### src/rtl/inv_pipe_skid_stage.sv
// ---------------------------------------------------------------------------
// inv_pipe_skid_stage
//
// Registered pipeline stage that sits directly downstream of the
// transmission-gate inverter array. It captures the inverter word on a
// valid/ready handshake, optionally re-inverting it. It then presents the word
// to the next stage through a two-entry skid buffer, so in_ready is a pure flop
// with no combinational path from out_ready. It also counts completed output
// transfers.
//
// Parameters
//   WIDTH    data word width in bits
//   INVERT   1: capture ~in_data, 0: capture in_data unchanged
//   COUNT_W  width of the output transfer counter
//
// Ports
//   clk         rising-edge clock
//   rst_n       asynchronous active-low reset
//   in_valid    upstream word present on in_data
//   in_ready    stage can accept a word this cycle (registered)
//   in_data     word from the inverter array
//   out_valid   out_data holds a valid word
//   out_ready   downstream accepts out_data this cycle
//   out_data    head-of-buffer word (registered)
//   xfer_count  completed output handshakes, modulo 2^COUNT_W
// ---------------------------------------------------------------------------
module inv_pipe_skid_stage #(
    parameter int WIDTH   = 8,
    parameter int INVERT  = 1,
    parameter int COUNT_W = 16
) (
    input  logic               clk,
    input  logic               rst_n,
    input  logic               in_valid,
    output logic               in_ready,
    input  logic [WIDTH-1:0]   in_data,
    output logic               out_valid,
    input  logic               out_ready,
    output logic [WIDTH-1:0]   out_data,
    output logic [COUNT_W-1:0] xfer_count
);

    typedef enum logic [1:0] {
        EMPTY = 2'd0,
        BUSY  = 2'd1,
        FULL  = 2'd2
    } state_t;

    state_t             state_q, state_d;
    logic [WIDTH-1:0]   main_q, main_d;
    logic [WIDTH-1:0]   skid_q, skid_d;
    logic               in_ready_q, in_ready_d;
    logic [COUNT_W-1:0] count_q, count_d;

    logic               accept;
    logic               take;
    logic [WIDTH-1:0]   in_word;

    assign in_word = (INVERT != 0) ? ~in_data : in_data;

    // Handshakes use only registered signals on the stage side, so an X on
    // in_data while in_valid is low can never reach a register.
    assign accept = in_valid & in_ready_q;
    assign take   = out_valid & out_ready;

    // Next-state logic. In BUSY with simultaneous accept and take the new word
    // directly replaces the head; the skid entry is only used when the head
    // is stalled.
    always_comb begin
        state_d = state_q;
        main_d  = main_q;
        skid_d  = skid_q;
        case (state_q)
            EMPTY: begin
                if (accept) begin
                    state_d = BUSY;
                    main_d  = in_word;
                end
            end
            BUSY: begin
                if (accept && take) begin
                    main_d = in_word;
                end else if (accept) begin
                    state_d = FULL;
                    skid_d  = in_word;
                end else if (take) begin
                    state_d = EMPTY;
                end
            end
            FULL: begin
                if (take) begin
                    state_d = BUSY;
                    main_d  = skid_q;
                end
            end
            default: begin
                state_d = EMPTY;
            end
        endcase
    end

    // in_ready is registered from the next state, which keeps out_ready off
    // the upstream timing path.
    assign in_ready_d = (state_d != FULL);
    assign count_d    = count_q + {{(COUNT_W-1){1'b0}}, take};

    always_ff @(posedge clk or negedge rst_n) begin
        if (!rst_n) begin
            state_q    <= EMPTY;
            main_q     <= '0;
            skid_q     <= '0;
            in_ready_q <= 1'b0;
            count_q    <= '0;
        end else begin
            state_q    <= state_d;
            main_q     <= main_d;
            skid_q     <= skid_d;
            in_ready_q <= in_ready_d;
            count_q    <= count_d;
        end
    end

    assign in_ready   = in_ready_q;
    assign out_valid  = (state_q != EMPTY);
    assign out_data   = main_q;
    assign xfer_count = count_q;

endmodule
### config.mk
export PLATFORM = sky130hd
export DESIGN_NAME = inv_pipe_skid_stage
export DESIGN_NICKNAME = d
export VERILOG_FILES = /design/src/rtl/inv_pipe_skid_stage.sv
export SDC_FILE = /design/constraint.sdc
export NUM_CORES = 1
export LEC_CHECK = 0
export BUFFER_PORTS_ARGS = -buffer_cell sky130_fd_sc_hd__buf_2
export CORE_MARGIN = 4
export CORE_UTILIZATION = 30
export CTS_BUF_LIST = sky130_fd_sc_hd__clkbuf_8
export DETAILED_ROUTE_END_ITERATION = 8
export GPL_ROUTABILITY_DRIVEN = 0
export SYNTH_ARGS = -nofsm -noshare
export SYNTH_HDL_FRONTEND = slang
export SYNTH_SLANG_ARGS = --single-unit
### constraint.sdc
create_clock -name clk -period 4.2 [get_ports clk]
set_input_delay 0.21 -clock clk [delete_from_list [all_inputs] [get_ports clk]]
set_output_delay 0.21 -clock clk [all_outputs]
set_load 0.03 [all_outputs]
==> After elaboration in Yosys (flattened, before gate mapping) <==
Cells that the tools add are included.
{ "totals": {"out_inout_bits": 26, "inputBits": 12, "reg_bits": 35, "wordCells": 32} }
{ "classes": {"add_sub_neg": 1, "n_bitwise": 4, "eq_ne": 6, "reduce_logical": 6, "muxes": 10} }
{ "op_table": {"columns": ["op", "n"], "rows": [
  ["two-way mux 8 bit", 3],
  ["one-hot mux 8 bit (3 select lines)", 1],
  ["adder 16 x 1 -> 16 bit", 1],
  ["two-way mux 2 bit", 5],
  ["!= test 2 bit, second input constant", 4],
  ["NOT 8 bit", 1],
  ["one-hot mux 2 bit (3 select lines)", 1],
  ["AND reduction 4 bit", 1],
  ["AND reduction 3 bit", 1],
  ["nonzero test 3 bit", 1],
  ["AND 1 bit", 2],
  ["== test 2 x 1 -> 1 bit, second input constant", 1],
  ["== test 2 bit, second input constant", 1],
  ["logical NOT 2 bit", 1],
  ["nonzero test 2 bit", 1],
  ["logical AND 1 bit", 1],
  ["NOT 1 bit", 1]
]} }

==> Depth between registers and ports, before layout <==
Gate-level depths: netlist (run 1).
{ "depth": {"word_depth": 7, "ltp_mapped": 8, "ltp_nobuf": 7} }

==> Worst setup path before layout (run 1) <==
OpenSTA, ideal clock, no wires.
{ "synth_timing": {"path_kind": "reg-to-reg", "startpoint": "register state_q[1]", "endpoint": "register count_q[10] (netlist: xfer_count[10])", "setup_time_ps": 136, "period_less_slack_ps": 1980, "arrival_ps": 1844, "n_path_buf": 1, "required_time_ps": 4064, "path_stages_with_launch": 9, "slack_ps": 2220, "cell_sequence": "dfrtp_1 > buf_4 > or2_2 > and2_1 > ha_1 > ha_1 > nand3_1 > nor3_1 > xor2_1"} }
{ "synth_via": {"elab_chain_len": 3} }
{ "synth_rtl": {"columns": ["item", "line_no", "source"], "rows": [
  ["start: declaration", "49", "state_t state_q, state_d;"],
  ["start signal: assignment", "115", "state_q <= state_d;"],
  ["nonzero test 2 bit", "124", "assign out_valid = (state_q != EMPTY);"],
  ["net out_valid", "37", "output logic out_valid,"],
  ["AND 1 bit", "64", "assign take = out_valid & out_ready;"],
  ["adder 16 x 1 -> 16 bit", "105", "assign count_d = count_q + {{(COUNT_W-1){1'b0}}, take};"],
  ["net count_d[10]", "53", "logic [COUNT_W-1:0] count_q, count_d;"],
  ["end signal: assignment", "119", "count_q <= count_d;"],
  ["end: declaration", "53", null]
]} }
The timed path passes the listed nets, and every way through them passes these cells.
A chain may end at the register's enable or synchronous reset.

==> Final worst setup path (run 1) <==
{ "layout_timing": {"startpoint": "register state_q[1]", "endpoint": "register count_q[12] (netlist: xfer_count[12])"} }
{ "layout_via": {"elab_chain_len": 3} }
{ "layout_rtl": {"columns": ["item", "line_no"], "rows": [
  ["nonzero test 2 bit", "124"],
  ["AND 1 bit", "64"],
  ["adder 16 x 1 -> 16 bit", "105"],
  ["net count_d[12]", "53"]
]} }
The timed path passes the listed nets, and every way through them passes these cells.

==> results of run 1 <==
placed cells by master (no fill, tap or decap), drive strengths merged:
cell    instances
o22ai           1
nand4b          1
and3            1
a21o            1
nor2b           1
o21a            1
nor2            1
buf            38
nand2b          1
and2            1
nor3b           1
clkbuf          5
mux2i          17
xor2            8
nand4           3
nand2           4
xnor2           6
o31ai           1
ha              2
or2             1
and2b           1
nor4            4
nand3           9
dfrtp          35
nand3b          1
nor3            4
inv            13
clkinv          1
mux2            8
worst max-delay path: stages, from the launching register on:
cell     delay, ns
dfrtp_1       0.52
or2_2         0.18
and2_1        0.12
ha_1          0.22
ha_1          0.26
nand3_1       0.18
nor4_1        0.26
xor2_1        0.19
metrics by stage:
step	instances	instance area, um^2
after global placement	233	1850
after detailed placement	233	1850
final	241	1930
after CTS	241	1930
after global routing	241	1930
after floorplan	128	1590
layer usage:
layer  up-vias  wire, um
met5         -         0
met4         0         0
met3         0       208
met2        39      1350
met1       510      1530
li1        528         -
cells in the mapped netlist (all sizes together):
| cell | count | area (um^2) |
|---|---|---|
| xnor2 | 6 | 52.6 |
| o31ai | 1 | 21.3 |
| a21o | 1 | 7.51 |
| and3 | 1 | 6.26 |
| dfrtp | 35 | 876 |
| ha | 2 | 25.0 |
| nand2 | 4 | 15.0 |
| o21a | 1 | 7.51 |
| and2 | 1 | 6.26 |
| buf | 3 | 22.5 |
| inv | 11 | 41.3 |
| nor3b | 1 | 7.51 |
| nand4 | 3 | 25.0 |
| nand4b | 1 | 8.76 |
| o22ai | 1 | 6.26 |
| nor2b | 1 | 8.76 |
| nand3b | 1 | 7.51 |
| nand2b | 1 | 6.26 |
| xor2 | 8 | 70.1 |
| nor3 | 4 | 20.0 |
| nor2 | 1 | 3.75 |
| and2b | 1 | 7.51 |
| mux2 | 8 | 90.1 |
| mux2i | 17 | 170 |
| nor4 | 4 | 25.0 |
| nand3 | 9 | 45.0 |
| or2 | 1 | 6.26 |
final cells by class:
class | count | area [um^2]
clock inverter | 3 | 12.5
inverter | 11 | 41.3
fill | 508 | 3180
sequential | 35 | 876
tap | 70 | 87.6
clock buffer | 5 | 68.8
timing repair buffer | 38 | 193
multi-input combinational | 79 | 649
power groups by stage:
stage | combinational (W) | sequential, W | clock (W)
4_1_cts | 0.000459 | 0.000532 | 0.000231
5_1_grt | 0.000489 | 0.000551 | 0.000245
2_1_floorplan | 0.000201 | 0.000660 | 0
6_report | 0.000451 | 0.000532 | 0.000224
3_3_place_gp | 0.000451 | 0.000536 | 0
3_5_place_dp | 0.000456 | 0.000537 | 0
worst min-delay path by stage:
| stage | startpoint | endpoint | slack, ns |
|---|---|---|---|
| after floorplan | rst_n | in_ready$_DFF_PN0_ | -0.09 |
| final | rst_n | skid_q[0]$_DFFE_PN0P_ | 0.008 |
| after detailed placement | rst_n | skid_q[0]$_DFFE_PN0P_ | 0.34 |
| after global routing | rst_n | skid_q[0]$_DFFE_PN0P_ | 0.08 |
| after CTS | rst_n | skid_q[0]$_DFFE_PN0P_ | 0.04 |
| after global placement | rst_n | skid_q[0]$_DFFE_PN0P_ | 0.34 |
kinds of logic after synthesis:
logic type / after synthesis
flops: 35
fa+ha+maj: 2
xor+xnor: 14
buf+inv: 14
mux: 25
simple gates: 34
compound gates: 4
registers in the layout, summed over array words and instances (netlist names):
signal      cells
state_q         2
out_data        8
xfer_count     16
skid_q          8
in_ready        1
==> flow_summary.yaml, run 1 <==
hold_path:
  hp-class: "input pin to asynchronous set/reset pin"
detailed_routing:
  drc: 0
  wl_per_cell_um: 12.8
  drt_pass1_iterations: 4
  drt_iter0_drc: 61
  postRouteAntennaNets: 0
  vias_per_cell: 4.47
  finalWirelength_um: 3100
  vias: 1077
clocking:
  postCtsSetupBuffers: 0
  cts_tree: "built"
  clk_path_buf_depth: 2
  postCtsHoldBufs: 0
  htreeDepth: 2
  root_buffer: "clkbuf_8"
  insertion_delay_ns: 0.28
  cts_sinks: 35
  cts_resized: 0
  path_clk_slew_ns: 0.07
  numCtsBuffers: 5
final_layout:
  diodes: 0
  syn2layout_area_growth_pct: 21.3
  finalNetCount: 184
  drive_gt1_share_pct: 32.7
  utilization_pct: 37.8
global_routing:
  global_route.usage.met1_pct: 14.5
  grt_pass1_wl_um: 5130
  grt_pass1_vias: 1092
  busiest_layer: "met2"
  grt_antenna_before_repair: 0
  grt_max_degree: 36
  track_usage_pct: 10.1
  grt-ovfl-total: 0
  use_met2_pct: 15.4
  grt_use_met3_pct: 3.22
synth:
  syn_nets: 142
  avgSynthCellArea_um2: 12.4
  yosys_register_bits: 35
  synthCells: 128
  synth_area_um2: 1590
  yosys_warnings: 0
  muxShareOfSynthArea_pct: 16.4
  synth_cell_types: 28
  ys_seq_area_share_pct: 55.1
  yosys.area_share.simple_pct: 12.5
  synth_fa_ha_area_share_pct: 1.57
  synth-xor-area-share_pct: 7.72
  synth_top_family_by_area: "multiplexers"
  synth-compound-area-share_pct: 2.68
place:
  portBuffers: 37
  pre_cts_ws_ns: 2.21
  place_hpwl_um: 2140
floorplanning:
  boundaryPins: 38
  core_um2: 5110
  rows: 26
  start_util_pct: 31.1
  die_w_um: 80.8
  fp.dieH_um: 80.8
  die_area_um2: 6530
timing:
  setup_tns_ns: 0
  rsz0062_at_grt: "no"
  setup_viol: 0
  maxSlewViolCount: 0
  fin_crit_sh_pct: 48.1
  max_freq_mhz: 495
  worst_pin_slew_ns: 0.777
  timing.slew.headroom_pct: 48.2
  setup_ws_ns: 2.18
  whs_ns: 0.00815
  finClkSkew_ns: 0.00638
  report.final.hold_viol_count: 0
  min_period_ns: 2.02
power_and_ir_drop:
  power.switching_w: 0.000477
  internal_power_w: 0.000731
  swShare_pct: 39.5
  p_seq_share_pct: 44.1
  clkPwrFrac_pct: 18.6
  p_per_area_nw_per_um2: 627
  ir_drop_mv: 0.274
  power_leakage_nw: 0.935
  power_w: 0.00121
  combPwrFrac_pct: 37.4
worst_setup_path:
  startpoint: "state_q[1]$_DFF_PN0_"
  crit_required_ns: 4.40
  startpoint_type: "register"
  reg2reg_depth: 7
  crit_fanout: 10
  r2r_setup_slack_ns: 2.18
  rr_endpoint: "xfer_count[12]$_DFF_PN0_"
  rr_startpoint: "state_q[1]$_DFF_PN0_"
  cp-end-kind: "register"
  crit_type: "register to register"
  crit_arrival_ns: 2.22
  worstSetupEndpoint: "xfer_count[12]$_DFF_PN0_"
outcome:
  status: "completed"
run:
  max_cap_viol_count: 0
(Power assumes the default switching activity.)
==> run 2: changes to the inputs <==
- ABC_AREA: unset -> 1
- clock period: 4.2 -> 1.72 ns (I/O delays scaled with it)
==> run 2 against run 1 <==
Against the previous run: via count is 24% higher; synthesized area up 5.5%; critical path type unchanged; worst hold slack better by 0.15 ns; synthesized cell count increased by 45%; critical endpoint is now xfer_count[10]$_DFF_PN0_; cell count rose by 28%; maximum frequency grew 27%; highest routed layer is now met4; clock skew about the same.
==> flow_summary.yaml, run 2 <==
outcome:
  status: "completed"
worst_setup_path:
  crit_fanout: 4
  cpMaxStageDelayCell: "dfrtp_1"
  crit_required_ns: 1.90
  max_stage_delay_ns: 0.37
  startpoint_type: "register"
  rr_startpoint: "state_q[0]$_DFF_PN0_"
  critPathBufInv: 1
  crit_type: "register to register"
  rr_endpoint: "xfer_count[10]$_DFF_PN0_"
  cp-end-kind: "register"
  reg2reg_depth: 8
  r2r_setup_slack_ns: 0.13
  startpoint: "state_q[0]$_DFF_PN0_"
  crit_family: "adder cells"
  crit_chain: "inv_2 -> a21oi_2 -> ha_2 -> ha_1 -> nand3_2 -> nor2_4 -> nand2_1 -> xor2_1"
  worstSetupEndpoint: "xfer_count[10]$_DFF_PN0_"
  crit_arrival_ns: 1.76
  worst-path-stages: 8
global_routing:
  grt_pass1_wl_um: 6280
  grt-ovfl-total: 0
  grt_antenna_before_repair: 0
  grt_max_degree: 36
  grt_pass1_vias: 1332
  track_usage_pct: 12.3
synth:
  synthCells: 185
  syn_nets: 199
  yosysMostFrequentCell: "nand2_1"
  synth_area_um2: 1680
  ys_seq_area_share_pct: 52.2
  ys.flop_type: "dfrtp_1"
  yosys_warnings: 0
  synth_async_sr_flop_share_pct: 100
  yosys_register_bits: 35
  synthTopCellsByCount: "nand2_1 (64), dfrtp_1 (35), nor2_1 (13)"
  synth_cell_types: 21
  synth_edf_count: 0
  synthTopCellsByArea: "dfrtp_1 (52%), nand2_1 (14%), o21ai_2 (4.2%), nand3b_1 (3.6%), o21ai_1 (3.0%)"
  avgSynthCellArea_um2: 9.06
  synth_top_area_share_pct: 52.2
  yosysTopAreaCell: "dfrtp_1"
power_and_ir_drop:
  p_per_area_nw_per_um2: 1520
  ir_drop_mv: 0.479
  power_w: 0.00322
  power_leakage_nw: 1.04
clocking:
  clk_path_buf_depth: 2
  htreeDepth: 2
  postCtsSetupBuffers: 0
  path_clk_slew_ns: 0.07
  cts_tree: "built"
  numCtsBuffers: 5
  cts_sinks: 35
  insertion_delay_ns: 0.28
  root_buffer: "clkbuf_8"
timing:
  timing.slew.headroom_pct: 70.4
  setup_viol: 0
  maxSlewViolCount: 0
  min_period_ns: 1.59
  fin_crit_sh_pct: 92.2
  worst_pin_slew_ns: 0.445
  report.final.hold_viol_count: 0
  finClkSkew_ns: 0.00685
  max_freq_mhz: 631
  setup_tns_ns: 0
hold_path:
  hold_depth: 4
  hp-class: "input pin to register"
final_layout:
  drive_gt1_share_pct: 29.7
  final_common_cell: "nand2_1"
  diodes: 0
  finalNetCount: 252
  fillers: 560
  utilization_pct: 40.3
  final_cell_mix: "nand2_1 (64), buf_2 (37), dfrtp_1 (35), nor2_1 (12)"
  largest_reg_flops: 16
  syn2layout_area_growth_pct: 26.6
floorplanning:
  fp.dieH_um: 82.8
  die_area_um2: 6850
  start_util_pct: 31.8
  core_um2: 5270
  die_w_um: 82.8
  rows: 26
  boundaryPins: 38
run:
  max_cap_viol_count: 0
place:
  place_hpwl_um: 2560
  portBuffers: 37
detailed_routing:
  vias_per_cell: 4.32
  vias: 1335
  wl_per_cell_um: 11.8
  drc: 0
  finalWirelength_um: 3640
  drt_iter0_drc: 93
  drt_pass1_iterations: 4
  postRouteAntennaNets: 0
[run 2: power breakdown]
part           internal [W]  switching, W
logic              0.000465      0.000913
clock network      0.000277      0.000293
registers           0.00110      0.000179
[run 2: worst register-to-register path, stage by stage (launching register included)]
cell and delay (ns):
dfrtp_1 0.37, inv_2 0.05, a21oi_2 0.15, ha_2 0.21, ha_1 0.20, nand3_2 0.14
nor2_4 0.15, nand2_1 0.08, xor2_1 0.14
[run 2: cell type report]
type,instances,area (um^2),area share (%)
clock buffers,5,68.8,3.24
clock inverters,3,15.0,0.707
inverters,13,48.8,2.30
multi-input cells,133,722,34.0
flip-flops and latches,35,876,41.2
well taps,70,87.6,4.12
repair buffers,50,305,14.4
[run 2: metrics by stage]
stage                     instance area [um^2]  std cells  setup slack, ns  hold WS [ns]
after floorplan                           1690        185          0.00606        -0.210
after global placement                    1940        292            0.153         0.153
after detailed placement                  1940        292           0.0954         0.162
after CTS                                 2120        309            0.101         0.146
after global routing                      2120        309         -0.00351         0.152
final                                     2120        309            0.135         0.154
[run 2: how the worst min path moves through the flow]
| stage | start | end | slack, ns |
|---|---|---|---|
| 2_1_floorplan | rst_n | in_ready$_DFF_PN0_ | -0.21 |
| 4_1_cts | out_ready | state_q[0]$_DFF_PN0_ | 0.15 |
| 3_5_place_dp | rst_n | skid_q[7]$_DFFE_PN0P_ | 0.16 |
| 3_3_place_gp | rst_n | skid_q[7]$_DFFE_PN0P_ | 0.15 |
| 5_1_grt | out_ready | state_q[0]$_DFF_PN0_ | 0.15 |
| 6_report | out_ready | state_q[0]$_DFF_PN0_ | 0.15 |
[run 2: kinds of logic (layout without fill, tap and decap cells)]
logic type | count (synthesis) | count (layout) | synth area share, %
buffers and inverters | 17 | 71 | 5.60
flip-flops | 35 | 35 | 52.2
adder cells (fa/ha/maj) | 2 | 2 | 1.49
AO/OA/AOI/OAI | 20 | 20 | 7.99
AND/OR/NAND/NOR | 102 | 102 | 28.0
XOR/XNOR | 9 | 9 | 4.70
[run 2: per-layer routing]
metal	vias to the layer above	track usage, %	part of all wire, %
li1	698	-	-
met1	614	16.0	48
met2	21	18.8	47
met3	2	3.80	4.0
met4	0	5.39	0.99
met5	-	0	0
[run 2: repair_timing]
item	CTS	global route
resized for setup	0	2
endpoints found under the hold margin	43	0
endpoints found under the setup margin	0	4
hold buffers	9	0
==> run 3: changes to the inputs <==
--- a/config.mk
+++ b/config.mk
@@ -11,4 +11,5 @@
 export CORE_UTILIZATION = 30
 export CTS_BUF_LIST = sky130_fd_sc_hd__clkbuf_8
+export CTS_CLUSTER_SIZE = 14
 export DETAILED_ROUTE_END_ITERATION = 8
 export GPL_ROUTABILITY_DRIVEN = 0
==> constraint.sdc (replaced) <==
create_clock -name clk -period 1.72 [get_ports clk]
set_input_delay 0.086 -clock clk [delete_from_list [all_inputs] [get_ports clk]]
set_output_delay 0.086 -clock clk [all_outputs]
set_load 0.1 [all_outputs]
==> run 3 against run 2 <==
Against the previous run: sequential power about the same; first-iteration DRC count is 8.6% lower; global-route usage decreased by 0.24 points; final area up 2.2%; non-clock buffer count unchanged; highest routed layer unchanged; total power increased by 32%; sequential share of layout area shrank 0.19 points; combinational power increased by 69%; clock power rose by 14%; die area unchanged.
==> flow_summary.yaml, run 3 (same netlist as run 2, synthesis figures left out) <==
final_layout:
  diodes: 0
  largest_reg_flops: 16
  finalNetCount: 252
  final_common_cell: "nand2_1"
  final_cell_area_um2: 2170
  syn2layout_area_growth_pct: 29.4
  utilization_pct: 41.2
  final_cell_mix: "nand2_1 (64), buf_2 (37), dfrtp_1 (25), nor2_1 (12), inv_1 (11)"
  drive_gt1_share_pct: 33.9
power_and_ir_drop:
  power_w: 0.00426
  power_leakage_nw: 1.04
  p_per_area_nw_per_um2: 1970
  ir_drop_mv: 1.06
floorplanning:
  die_w_um: 82.8
  core_um2: 5270
  start_util_pct: 31.8
  fp.dieH_um: 82.8
  rows: 26
  boundaryPins: 38
  die_area_um2: 6850
worst_setup_path:
  startpoint_type: "register"
  crit_type: "register to register"
  crit_chain: "inv_2 -> a21oi_2 -> ha_2 -> ha_2 -> nand3_2 -> nor2_4 -> nand2_1 -> xor2_1"
  cp-end-kind: "register"
  cpMaxStageDelayCell: "dfrtp_1"
  crit_fanout: 4
  crit_required_ns: 1.89
  max_stage_delay_ns: 0.36
  crit_arrival_ns: 1.75
  cpMostUsedCell: "ha_2"
detailed_routing:
  drt_iter0_drc: 85
  postRouteAntennaNets: 0
  vias_per_cell: 4.46
  finalWirelength_um: 3580
  vias: 1378
  wl_per_cell_um: 11.6
  drc: 0
  drt_pass1_iterations: 4
global_routing:
  grt_pass1_vias: 1377
  grt_antenna_before_repair: 0
  track_usage_pct: 12.1
  grt-ovfl-total: 0
  grt_max_degree: 36
  grt_pass1_wl_um: 6300
timing:
  max_freq_mhz: 633
  setup_ws_ns: 0.139
  fin_crit_sh_pct: 91.9
  rsz0062_at_grt: "no"
  min_period_ns: 1.58
  whs_ns: 0.140
  worst_pin_slew_ns: 0.494
  timing.slew.headroom_pct: 67.3
  finClkSkew_ns: 0.00484
  report.final.hold_viol_count: 0
  maxSlewViolCount: 0
  setup_viol: 0
clocking:
  postCtsSetupBuffers: 0
  cts_sinks: 35
  path_clk_slew_ns: 0.07
  cts_tree: "built"
  root_buffer: "clkbuf_8"
  clk_path_buf_depth: 2
  insertion_delay_ns: 0.28
  numCtsBuffers: 5
  htreeDepth: 2
outcome:
  status: "completed"
hold_path:
  hp-class: "input pin to register"
place:
  placed_area_um2: 1970
  place_hpwl_um: 2530
  portBuffers: 37
  pre_cts_ws_ns: 0.107
run:
  max_cap_viol_count: 0
[run 3: cell count changes in the layout (fill, tap and decap cells not counted), sizes merged]
| cell | previous run | this run |
|---|---|---|
| inv | 13 | 14 |
| clkinv | 3 | 0 |
| clkbuf | 5 | 7 |
[run 3: repair_timing]
action / CTS / global route
gates resized for setup: 0 / 3
endpoints found under the hold margin: 43 / 0
endpoints found under the setup margin: 0 / 3
hold buffers: 9 / 0
[run 3: final timing paths]
check | startpoint | endpoint | slack (ns) | cells after the start
max in group asynchronous | rst_n | xfer_count[0]$_DFF_PN0_ | 1.23 | 3
hold / removal | out_ready | state_q[0]$_DFF_PN0_ | 0.14 | 4
setup / recovery | state_q[1]$_DFF_PN0_ | xfer_count[10]$_DFF_PN0_ | 0.14 | 8
hold reg to reg | skid_q[6]$_DFFE_PN0P_ | skid_q[6]$_DFFE_PN0P_ | 0.48 | 2
setup reg to reg | state_q[1]$_DFF_PN0_ | xfer_count[10]$_DFF_PN0_ | 0.14 | 8
min in group asynchronous | rst_n | xfer_count[2]$_DFF_PN0_ | 0.30 | 3
[run 3: stage by stage]
step	TNS, ns	cells
3_3_place_gp	0	292
6_report	0	309
3_5_place_dp	0	292
4_1_cts	0	309
5_1_grt	0	309
2_1_floorplan	-0.00944	185
[run 3: cell type report]
| class | count | area (um^2) |
|---|---|---|
| clock buffer | 7 | 96.3 |
| clock inverter | 1 | 3.75 |
| fill | 543 | 3100 |
| inverter | 13 | 48.8 |
| multi-input combinational | 133 | 724 |
| sequential | 35 | 891 |
| tap | 70 | 87.6 |
| timing repair buffer | 50 | 318 |
[run 3: critical path: cells and delay by family (launching register included)]
family | cells | cell delay, ns
adder cells (fa/ha/maj) | 2 | 0.42
buffers and inverters | 1 | 0.06
AND/OR/NAND/NOR | 3 | 0.35
XOR/XNOR | 1 | 0.14
AO/OA/AOI/OAI | 1 | 0.15
flip-flops | 1 | 0.36
[run 3: where the power goes]
group          switching [W]  total [W]  leakage, nW  internal [W]
registers           0.000167    0.00128        0.429       0.00112
clock network       0.000290   0.000649       0.0557      0.000360
logic                0.00186    0.00233        0.554      0.000468
[run 3: routing by layer]
metal	wire (um)	vias up	GRT usage (%)
met3	246	4	3.47
met1	1630	634	15.0
li1	-	696	-
met2	1680	44	20.3
met5	0	-	0
met4	24	0	3.43
